--- src/rtl/uart_cmd_ctrl.sv ---
// uart_cmd_ctrl: frames UART bytes into checksummed command packets.
//
// Packet: 0xA5, CMD, LEN, LEN payload bytes, CSUM where
// CSUM = (CMD + LEN + sum(payload)) mod 256. Payload bytes are written out
// to a register file as they arrive; a good checksum pulses cmd_valid.
// Every packet that completes or fails its length check is answered with
// the two-byte response 0x5A, status (0x00 ok, 0x01 bad checksum,
// 0x02 length too large). A stalled packet is abandoned silently after
// TIMEOUT_CYC idle cycles with a timeout_err pulse.
//
// Ports:
//   clk, rst_n         clock, synchronous active-low reset
//   rx_data, rx_done   received byte and its one-cycle strobe
//   tx_data, tx_en     response byte and its one-cycle FIFO write strobe
//   pl_we, pl_addr,    payload byte write strobe, 0-based index, data
//   pl_data
//   cmd_valid          one-cycle strobe for a packet with a good checksum
//   cmd_code, cmd_len  CMD and LEN bytes of the most recent packet
//   busy               high whenever a packet or response is in progress
//   timeout_err        one-cycle strobe when a packet is abandoned
module uart_cmd_ctrl #(
    parameter int unsigned MAX_LEN     = 16,
    parameter int unsigned ADDR_W      = 4,
    parameter int unsigned TIMEOUT_CYC = 500_000
) (
    input  logic              clk,
    input  logic              rst_n,
    input  logic [7:0]        rx_data,
    input  logic              rx_done,
    output logic [7:0]        tx_data,
    output logic              tx_en,
    output logic              pl_we,
    output logic [ADDR_W-1:0] pl_addr,
    output logic [7:0]        pl_data,
    output logic              cmd_valid,
    output logic [7:0]        cmd_code,
    output logic [7:0]        cmd_len,
    output logic              busy,
    output logic              timeout_err
);

    // One extra index bit so the last-byte compare never aliases on wrap.
    localparam int unsigned IDX_W = ADDR_W + 1;
    localparam int unsigned TO_W  = (TIMEOUT_CYC > 1) ? $clog2(TIMEOUT_CYC) : 1;

    localparam logic [7:0]      HDR_BYTE  = 8'hA5;
    localparam logic [7:0]      RESP_BYTE = 8'h5A;
    localparam logic [7:0]      ST_OK     = 8'h00;
    localparam logic [7:0]      ST_CSUM   = 8'h01;
    localparam logic [7:0]      ST_LEN    = 8'h02;
    localparam logic [TO_W-1:0] TO_LAST   = TO_W'(TIMEOUT_CYC - 1);

    typedef enum logic [2:0] {
        S_IDLE,
        S_CMD,
        S_LEN,
        S_PAYLOAD,
        S_CSUM,
        S_RESP_HDR,
        S_RESP_STAT
    } state_t;

    state_t           state;
    logic [7:0]       acc;
    logic [IDX_W-1:0] idx;
    logic [TO_W-1:0]  to_cnt;
    logic [7:0]       status;

    // Decodes used by the state register block.
    logic in_pkt_c;
    logic to_hit_c;
    logic len_over_c;
    logic pl_last_c;

    always_comb begin
        in_pkt_c   = (state == S_CMD) || (state == S_LEN) ||
                     (state == S_PAYLOAD) || (state == S_CSUM);
        to_hit_c   = (to_cnt == TO_LAST);
        len_over_c = (32'(rx_data) > MAX_LEN);
        // cmd_len is non-zero whenever PAYLOAD is entered.
        pl_last_c  = (idx == IDX_W'(cmd_len - 8'd1));
    end

    // Packet framing FSM with registered strobes and data outputs.
    always_ff @(posedge clk) begin
        if (!rst_n) begin
            state       <= S_IDLE;
            acc         <= 8'd0;
            idx         <= '0;
            to_cnt      <= '0;
            status      <= 8'd0;
            tx_data     <= 8'd0;
            tx_en       <= 1'b0;
            pl_we       <= 1'b0;
            pl_addr     <= '0;
            pl_data     <= 8'd0;
            cmd_valid   <= 1'b0;
            cmd_code    <= 8'd0;
            cmd_len     <= 8'd0;
            busy        <= 1'b0;
            timeout_err <= 1'b0;
        end else begin
            tx_en       <= 1'b0;
            pl_we       <= 1'b0;
            cmd_valid   <= 1'b0;
            timeout_err <= 1'b0;

            if (in_pkt_c && !rx_done && to_hit_c) begin
                // Inter-byte timeout: abandon silently, keep written payload.
                state       <= S_IDLE;
                busy        <= 1'b0;
                timeout_err <= 1'b1;
                to_cnt      <= '0;
            end else begin
                // Counter only runs while waiting on bytes of a packet.
                if (rx_done || !in_pkt_c) begin
                    to_cnt <= '0;
                end else begin
                    to_cnt <= to_cnt + TO_W'(1);
                end

                case (state)
                    S_IDLE: begin
                        if (rx_done && (rx_data == HDR_BYTE)) begin
                            state <= S_CMD;
                            busy  <= 1'b1;
                        end
                    end

                    S_CMD: begin
                        if (rx_done) begin
                            cmd_code <= rx_data;
                            acc      <= rx_data;
                            state    <= S_LEN;
                        end
                    end

                    S_LEN: begin
                        if (rx_done) begin
                            cmd_len <= rx_data;
                            acc     <= acc + rx_data;
                            if (len_over_c) begin
                                // Header byte goes out now; status follows.
                                status  <= ST_LEN;
                                tx_en   <= 1'b1;
                                tx_data <= RESP_BYTE;
                                state   <= S_RESP_HDR;
                            end else if (rx_data == 8'd0) begin
                                state <= S_CSUM;
                            end else begin
                                idx   <= '0;
                                state <= S_PAYLOAD;
                            end
                        end
                    end

                    S_PAYLOAD: begin
                        if (rx_done) begin
                            pl_we   <= 1'b1;
                            pl_addr <= idx[ADDR_W-1:0];
                            pl_data <= rx_data;
                            acc     <= acc + rx_data;
                            idx     <= idx + IDX_W'(1);
                            if (pl_last_c) begin
                                state <= S_CSUM;
                            end
                        end
                    end

                    S_CSUM: begin
                        if (rx_done) begin
                            if (rx_data == acc) begin
                                status    <= ST_OK;
                                cmd_valid <= 1'b1;
                            end else begin
                                status <= ST_CSUM;
                            end
                            tx_en   <= 1'b1;
                            tx_data <= RESP_BYTE;
                            state   <= S_RESP_HDR;
                        end
                    end

                    S_RESP_HDR: begin
                        // 0x5A is on the bus this cycle; queue the status byte.
                        tx_en   <= 1'b1;
                        tx_data <= status;
                        state   <= S_RESP_STAT;
                    end

                    S_RESP_STAT: begin
                        state <= S_IDLE;
                        busy  <= 1'b0;
                    end

                    default: begin
                        state <= S_IDLE;
                        busy  <= 1'b0;
                    end
                endcase
            end
        end
    end

endmodule
--- config.mk ---
export PLATFORM = sky130hd
export DESIGN_NAME = uart_cmd_ctrl
export DESIGN_NICKNAME = d
export VERILOG_FILES = /design/src/rtl/uart_cmd_ctrl.sv
export SDC_FILE = /design/constraint.sdc
export NUM_CORES = 1
export LEC_CHECK = 0
export ABC_AREA = 1
export BUFFER_PORTS_ARGS = -buffer_cell sky130_fd_sc_hd__buf_4
export CORE_UTILIZATION = 45
export CTS_BUF_LIST = sky130_fd_sc_hd__clkbuf_16
export CTS_CLUSTER_SIZE = 16
export DETAILED_ROUTE_END_ITERATION = 8
export MAX_ROUTING_LAYER = met4
export PLACE_DENSITY = 0.66
export SKIP_CTS_REPAIR_TIMING = 1
export SLEW_MARGIN = 25
export SYNTH_ARGS = -nofsm -noshare
export SYNTH_HDL_FRONTEND = slang
export SYNTH_SLANG_ARGS = --single-unit
--- constraint.sdc ---
create_clock -name clk -period 5.15 [get_ports clk]
set_input_delay 0.515 -clock clk [delete_from_list [all_inputs] [get_ports clk]]
set_output_delay 0.515 -clock clk [all_outputs]
set_load 0.005 [all_outputs]
==> run_results.csv, run 1 <==
group,metric,value,unit
clock_network,insertion_delay,0.34,ns
route,vias_per_cell,5.233,
timing,skew,0.01066,ns
placed_design,place.gp.congestion,0.9302,
global_routing,antenna_found_initial,0,
synth,synthCells,541,
timing,fin_crit,2.085,ns
synth,ys_ff_latch,73,
timing,final-setup-viol-count,0,
cells_and_area,final_cell_mix,"119 x nand2_1, 73 x dfxtp_1, 63 x inv_1, 60 x nor2_1, 48 x buf_4",
global_routing,grt_pass1_vias,3233,
placed_design,hpwlAfterDp,7052,um
global_routing,overflow,0,
synth,avgSynthCellArea,7.040,um2
critical_path,critPathKind,"reg2reg",
floorplan,dieArea,0.008836,mm2
cells_and_area,drive_above_1_share,15.11,%
cells_and_area,final_common_cell,"nand2_1",
power_and_ir_drop,fin_total_pwr,2.115,mW
power_and_ir_drop,leakagePower,1.954,nW
route,num_vias,3632,
timing,fin_crit_sh,40.48,%
clock_network,cts_tree,"built",
route,drtIter0Drc,200,
critical_path,crit_top_cell,"inv_1",
cells_and_area,area_delta_synth_final,18.89,%
hold_path,holdCritPathClass,"reg2reg",
cells_and_area,fillerInstances,808,
job,drv_cap,0,
timing,worst_pin_slew,0.7509,ns
placed_design,dpl-instance-area,0.004210,mm2
clock_network,cts_max_path_buffers,2,
power_and_ir_drop,p_per_area,467.1,mW/mm2
critical_path,crit_slowest_cell,"nor3_2",
synth,async_flop_share,0,%
timing,fin_ws,3.065,ns
cells_and_area,n_antenna_cell,0,
timing,slew_headroom,49.88,%
status,status,"finished clean",
floorplan,fp.dieW,94,um
route,routed_wl,9460,um
placed_design,port_buffers,48,
timing,grt_setup_unrepaired,"no",
synth,yosysSeqAreaShare,38.37,%
floorplan,die_y,94,um
power_and_ir_drop,ir_worst_vdd,0.2201,mV
clock_network,cts_sinks,73,
global_routing,groute.usage.overall,23.42,%
placed_design,dp_slack,3.131,ns
cells_and_area,final_area,0.004528,mm2
cells_and_area,instances_no_fill,694,
clock_network,h-tree-depth,3,
floorplan,num_rows,33,
synth,synth_cell_types,38,
critical_path,cp_max_fo,11,
clock_network,cts_buffers,9,
timing,setup_tns,0,ns
synth,synth_ff_type,"dfxtp_1",
route,postRouteAntennaNets,0,
critical_path,crit_chain,"inv_2, nor3_2, inv_1, nand2_2, inv_1, nand2_1, o211ai_1, o211ai_1, inv_1",
timing,slew_viol_final,0,
floorplan,fp.coreArea,0.008217,mm2
route,post-route-drc-count,0,
timing,max_freq,479.7,MHz
synth,synth_area,0.003809,mm2
critical_path,max_stage_delay,0.51,ns
clock_network,clk_transition_reported_paths,0.06,ns
route,wire_per_inst,13.63,um
placed_design,place_inst,679,
critical_path,cp-start-kind,"flip-flop",
cells_and_area,nets,607,
synth,synth_edf_count,0,
critical_path,crit_arrival,2.31,ns
global_routing,grt_pass1_wl,15520,um
floorplan,start_util,46.35,%
critical_path,endpoint_kind,"flip-flop",
synth,ys_warn_count,0,
critical_path,worstPathRequired,5.38,ns
global_routing,grt_max_degree,28,
timing,hold_viol,0,
route,dr.pass1.iters,4,
floorplan,ios,52,
clock_network,clockRootBuffer,"clkbuf_16",
-- area by class of cell --
| type | count | area (um2) | area share [%] |
|---|---|---|---|
| clock buffer | 9 | 225.2 | 4.974 |
| clock inverter | 6 | 92.59 | 2.045 |
| inverter | 68 | 257.7 | 5.692 |
| multi-input combinational | 385 | 1999 | 44.16 |
| sequential | 73 | 1461 | 32.27 |
| tap | 105 | 131.4 | 2.901 |
| timing repair buffer | 48 | 360.3 | 7.958 |
-- final timing paths --
check,from,cells after the start,end,slack (ns)
hold reg to reg,status[1],2,status[1],0.44
setup / recovery,state[1],9,acc[1],3.07
setup reg to reg,state[1],9,acc[1],3.07
hold / removal,status[1],2,status[1],0.44
-- power breakdown --
group / total (mW) / internal [mW] / leakage (nW) / switching, mW
Combinational: 0.710 / 0.266 / 1.21 / 0.445
Clock: 0.678 / 0.424 / 0.148 / 0.254
Sequential: 0.727 / 0.649 / 0.592 / 0.0786
-- routing by layer --
layer  vias up  global-route usage (%)  share of wire (%)
li1       1845                       -                  -
met1      1662                   31.78                 49
met2       111                   34.91                 44
met3        14                   3.883                5.3
met4         0                   8.590                1.5
met5         -                       -                  0
-- metrics by stage --
| stage | utilization [%] | hold slack [ns] |
|---|---|---|
| 5_1_grt | 55.11 | 0.4724 |
| 4_1_cts | 55.11 | 0.4427 |
| 6_report | 55.11 | 0.4418 |
| 3_3_place_gp | 51.24 | 0.4325 |
| 3_5_place_dp | 51.24 | 0.4335 |
| 2_1_floorplan | - | 0.4222 |
-- critical path, delay by kind of cell, from the launching register on --
family	cells	cell delay, ns
buffers and inverters	4	0.55
AO/OA/AOI/OAI	2	0.18
flip-flops	1	0.41
AND/OR/NAND/NOR	3	0.82
-- state kept, by name, indices dropped and copies added (netlist names), 4 cells and up --
| signal | flops |
|---|---|
| acc | 8 |
| cmd_code | 8 |
| cmd_len | 8 |
| idx | 5 |
| pl_addr | 4 |
| pl_data | 8 |
| to_cnt | 19 |
-- cells in the mapped netlist, types with 2 or more instances --
cell / instances / area (um2)
nand2_1: 119 / 446.7
nand3b_1: 2 / 15.01
nand4_1: 15 / 93.84
nor2_4: 4 / 45.04
nor4_1: 2 / 12.51
nand2_4: 3 / 33.78
inv_2: 4 / 15.01
a21oi_1: 47 / 235.2
a21oi_2: 2 / 17.52
xnor2_1: 6 / 52.55
nand2_2: 5 / 31.28
dfxtp_1: 73 / 1461
ha_1: 10 / 125.1
xor2_1: 11 / 96.34
nand3_1: 27 / 135.1
o211ai_1: 6 / 45.04
nor2_1: 60 / 225.2
inv_1: 63 / 236.5
nor3_1: 12 / 60.06
o21ai_1: 3 / 15.01
o21bai_1: 2 / 15.01
buf_2: 3 / 15.01
buf_4: 6 / 45.04
clkbuf_1: 6 / 22.52
nor3b_1: 3 / 22.52
a31oi_1: 2 / 12.51
o21ai_0: 31 / 155.2
nor2_2: 4 / 25.02
-- cell families (layout without fill, tap and decap cells) --
| family | Yosys count | count (layout) | synth area share (%) |
|---|---|---|---|
| XOR/XNOR | 17 | 17 | 3.909 |
| adder cells (fa/ha/maj) | 11 | 11 | 3.811 |
| AO/OA/AOI/OAI | 96 | 96 | 13.67 |
| buffers and inverters | 85 | 131 | 9.330 |
| other | 1 | 3 | 0.09846 |
| AND/OR/NAND/NOR | 258 | 258 | 30.81 |
| flip-flops | 73 | 73 | 38.37 |
Note: power is estimated with default switching activity, not from simulation.
==> run 2, diff against run 1 <==
--- a/config.mk
+++ b/config.mk
@@ -5,14 +5,14 @@
 export SDC_FILE = /design/constraint.sdc
 export NUM_CORES = 1
 export LEC_CHECK = 0
-export ABC_AREA = 1
+export ABC_AREA = 0
 export BUFFER_PORTS_ARGS = -buffer_cell sky130_fd_sc_hd__buf_4
 export CORE_UTILIZATION = 45
 export CTS_BUF_LIST = sky130_fd_sc_hd__clkbuf_16
 export CTS_CLUSTER_SIZE = 16
 export DETAILED_ROUTE_END_ITERATION = 8
 export MAX_ROUTING_LAYER = met4
-export PLACE_DENSITY = 0.66
+export PLACE_DENSITY = 0.69
 export SKIP_CTS_REPAIR_TIMING = 1
 export SLEW_MARGIN = 25
 export SYNTH_ARGS = -nofsm -noshare
==> constraint.sdc (replaced) <==
create_clock -name clk -period 1.9 [get_ports clk]
set_input_delay 0.19 -clock clk [delete_from_list [all_inputs] [get_ports clk]]
set_output_delay 0.19 -clock clk [all_outputs]
set_load 0.005 [all_outputs]
==> run_results.csv, run 2 <==
group,metric,value,unit
clock_network,h-tree-depth,3,
hold_path,hold_start,"rst_n",
power_and_ir_drop,leakagePower,1.981,nW
power_and_ir_drop,fin_total_pwr,3.645,mW
synth,synth_mux_area_share,1.444,%
route,num_vias,3249,
synth,async_flop_share,0,%
floorplan,dieArea,0.008253,mm2
clock_network,clk_transition_reported_paths,0.06,ns
route,postRouteAntennaNets,0,
synth,synthAdderAreaFrac,4.086,%
synth,synth_ff_type,"dfxtp_1",
synth,synthTopCellsByArea,"dfxtp_1 41%, nand2_1 8.3%, a21boi_0 6.1%, xor2_1 4.9%, nor2_1 4.9%",
cells_and_area,final_common_cell,"buf_4",
timing,fin_ws,-0.1014,ns
critical_path,path_buf_inv,0,
synth,yosysMostFrequentCell,"nand2_1",
critical_path,max_stage_delay,0.36,ns
floorplan,die_y,90.85,um
critical_path,worstPathRequired,2.12,ns
global_routing,grt_max_degree,45,
synth,synth-simple-area-share,24.48,%
critical_path,crit_arrival,2.22,ns
placed_design,port_buffers,48,
placed_design,hpwlAfterDp,6057,um
global_routing,grt_pass1_vias,3059,
floorplan,ios,52,
timing,grt_setup_unrepaired,"yes",
floorplan,start_util,46.21,%
clock_network,insertion_delay,0.33,ns
synth,synth_cell_types,53,
critical_path,path_delay_family,"compound AO/OA/AOI/OAI gates",
floorplan,num_rows,32,
route,post-route-drc-count,0,
placed_design,place.gp.congestion,0.8936,
timing,fin_crit,2.001,ns
route,vias_per_cell,5.232,
timing,max_freq,499.7,MHz
cells_and_area,nets,536,
synth,synth_top_area_cell,"dfxtp_1",
synth,synth_xor_area_share,7.397,%
synth,yosys-top-cells-count,"79 x nand2_1, 73 x dfxtp_1, 46 x nor2_1",
critical_path,endpoint_kind,"flip-flop",
cells_and_area,final_cell_mix,"89 x buf_4, 79 x nand2_1, 67 x dfxtp_1, 43 x nor2_1, 29 x a21boi_0",
timing,slew_viol_final,0,
route,routed_wl,8814,um
route,dr.pass1.iters,4,
cells_and_area,drive_above_1_share,28.32,%
critical_path,critPathKind,"reg2reg",
synth,ys_ff_latch,73,
timing,final-setup-viol-count,7,
synth,synth_edf_count,0,
clock_network,clockRootBuffer,"clkbuf_16",
synth,ys_warn_count,0,
job,drv_cap,0,
synth,synth_top_cell_area_share,41.14,%
floorplan,fp.coreArea,0.007687,mm2
clock_network,cts_tree,"built",
hold_path,holdCritPathClass,"in2reg",
clock_network,cts_buffers,9,
timing,skew,0.009292,ns
route,drtIter0Drc,105,
global_routing,antenna_found_initial,0,
synth,synthCells,427,
global_routing,overflow,0,
route,wire_per_inst,14.19,um
synth,yosysSeqAreaShare,41.14,%
synth,avgSynthCellArea,8.319,um2
cells_and_area,regMostFlops,"to_cnt",
critical_path,crit_slowest_cell,"dfxtp_4",
timing,fin_crit_sh,105.3,%
critical_path,cp_max_fo,3,
floorplan,fp.dieW,90.85,um
cells_and_area,n_antenna_cell,0,
clock_network,cts_sinks,73,
synth,synth_compound_area_share,17.01,%
power_and_ir_drop,ir_worst_vdd,0.4867,mV
placed_design,dpl-instance-area,0.004343,mm2
power_and_ir_drop,p_per_area,748.1,mW/mm2
synth,synth_top_family_by_area,"simple AND/OR/NAND/NOR gates",
timing,setup_tns,-0.3914,ns
critical_path,cp-start-kind,"flip-flop",
cells_and_area,largest_reg_flops,19,
critical_path,startpoint,"acc[1]",
global_routing,groute.usage.overall,22.72,%
critical_path,rr_startpoint,"acc[1]",
status,status,"finished with violations",
status,violations,"setup timing",
timing,hold_viol,0,
critical_path,crit_chain,"ha_4, a211oi_2, nor2_1, nor4_2, o21bai_1, mux2_2, and3_1, o31a_1",
global_routing,grt_pass1_wl,14620,um
timing,hold-worst-slack,0.1684,ns
synth,synth_area,0.003552,mm2
cells_and_area,final_area,0.004872,mm2
cells_and_area,area_delta_synth_final,37.16,%
clock_network,cts_max_path_buffers,2,
run 2: where the power goes:
part           total [mW]  internal, mW  switching, mW
Clock                1.94          1.28          0.654
Sequential           1.54          1.53        0.00280
Combinational       0.172        0.0781         0.0938
run 2: cells by family after synthesis:
kind of cell	Yosys count
AO/OA/AOI/OAI	82
XOR/XNOR	30
adder cells (fa/ha/maj)	11
buffers and inverters	35
flip-flops	73
multiplexers	5
other	1
AND/OR/NAND/NOR	190
run 2: worst paths after layout:
path         depth (start not counted)          end  slack, ns
max                                  8       acc[7]      -0.10
min                                  3  timeout_err       0.17
max reg2reg                          8       acc[7]      -0.10
min reg2reg                          1    to_cnt[0]       0.45
run 2: worst reg2reg max path: cells and delay by family, from the launching register on:
family / cells / cell delay [ns]
AND/OR/NAND/NOR: 3 / 0.48
adder cells (fa/ha/maj): 1 / 0.22
AO/OA/AOI/OAI: 3 / 0.55
flip-flops: 1 / 0.36
multiplexers: 1 / 0.28
run 2: stage by stage:
step	std cells	setup slack, ns	utilization (%)
floorplan	429	0.02371	-
global placement	600	-0.05105	56.49
detailed placement	600	-0.1519	56.49
CTS	616	-0.1583	60.97
global route	621	-0.1953	63.38
finish	621	-0.1014	63.38
run 2: cell type report:
cell class / instances / area, um2
clock buffer: 9 / 225.2
clock inverter: 7 / 118.9
fill: 673 / 2815
inverter: 13 / 48.80
multi-input combinational: 321 / 2088
sequential: 73 / 1471
tap: 102 / 127.6
timing repair buffer: 96 / 792.0
run 2: metal layers:
| layer | track usage (%) | share of wire, % |
|---|---|---|
| met5 | - | 0 |
| met4 | 6.481 | 1.4 |
| met3 | 4.630 | 4.5 |
| met2 | 36.30 | 48 |
| met1 | 29.16 | 46 |
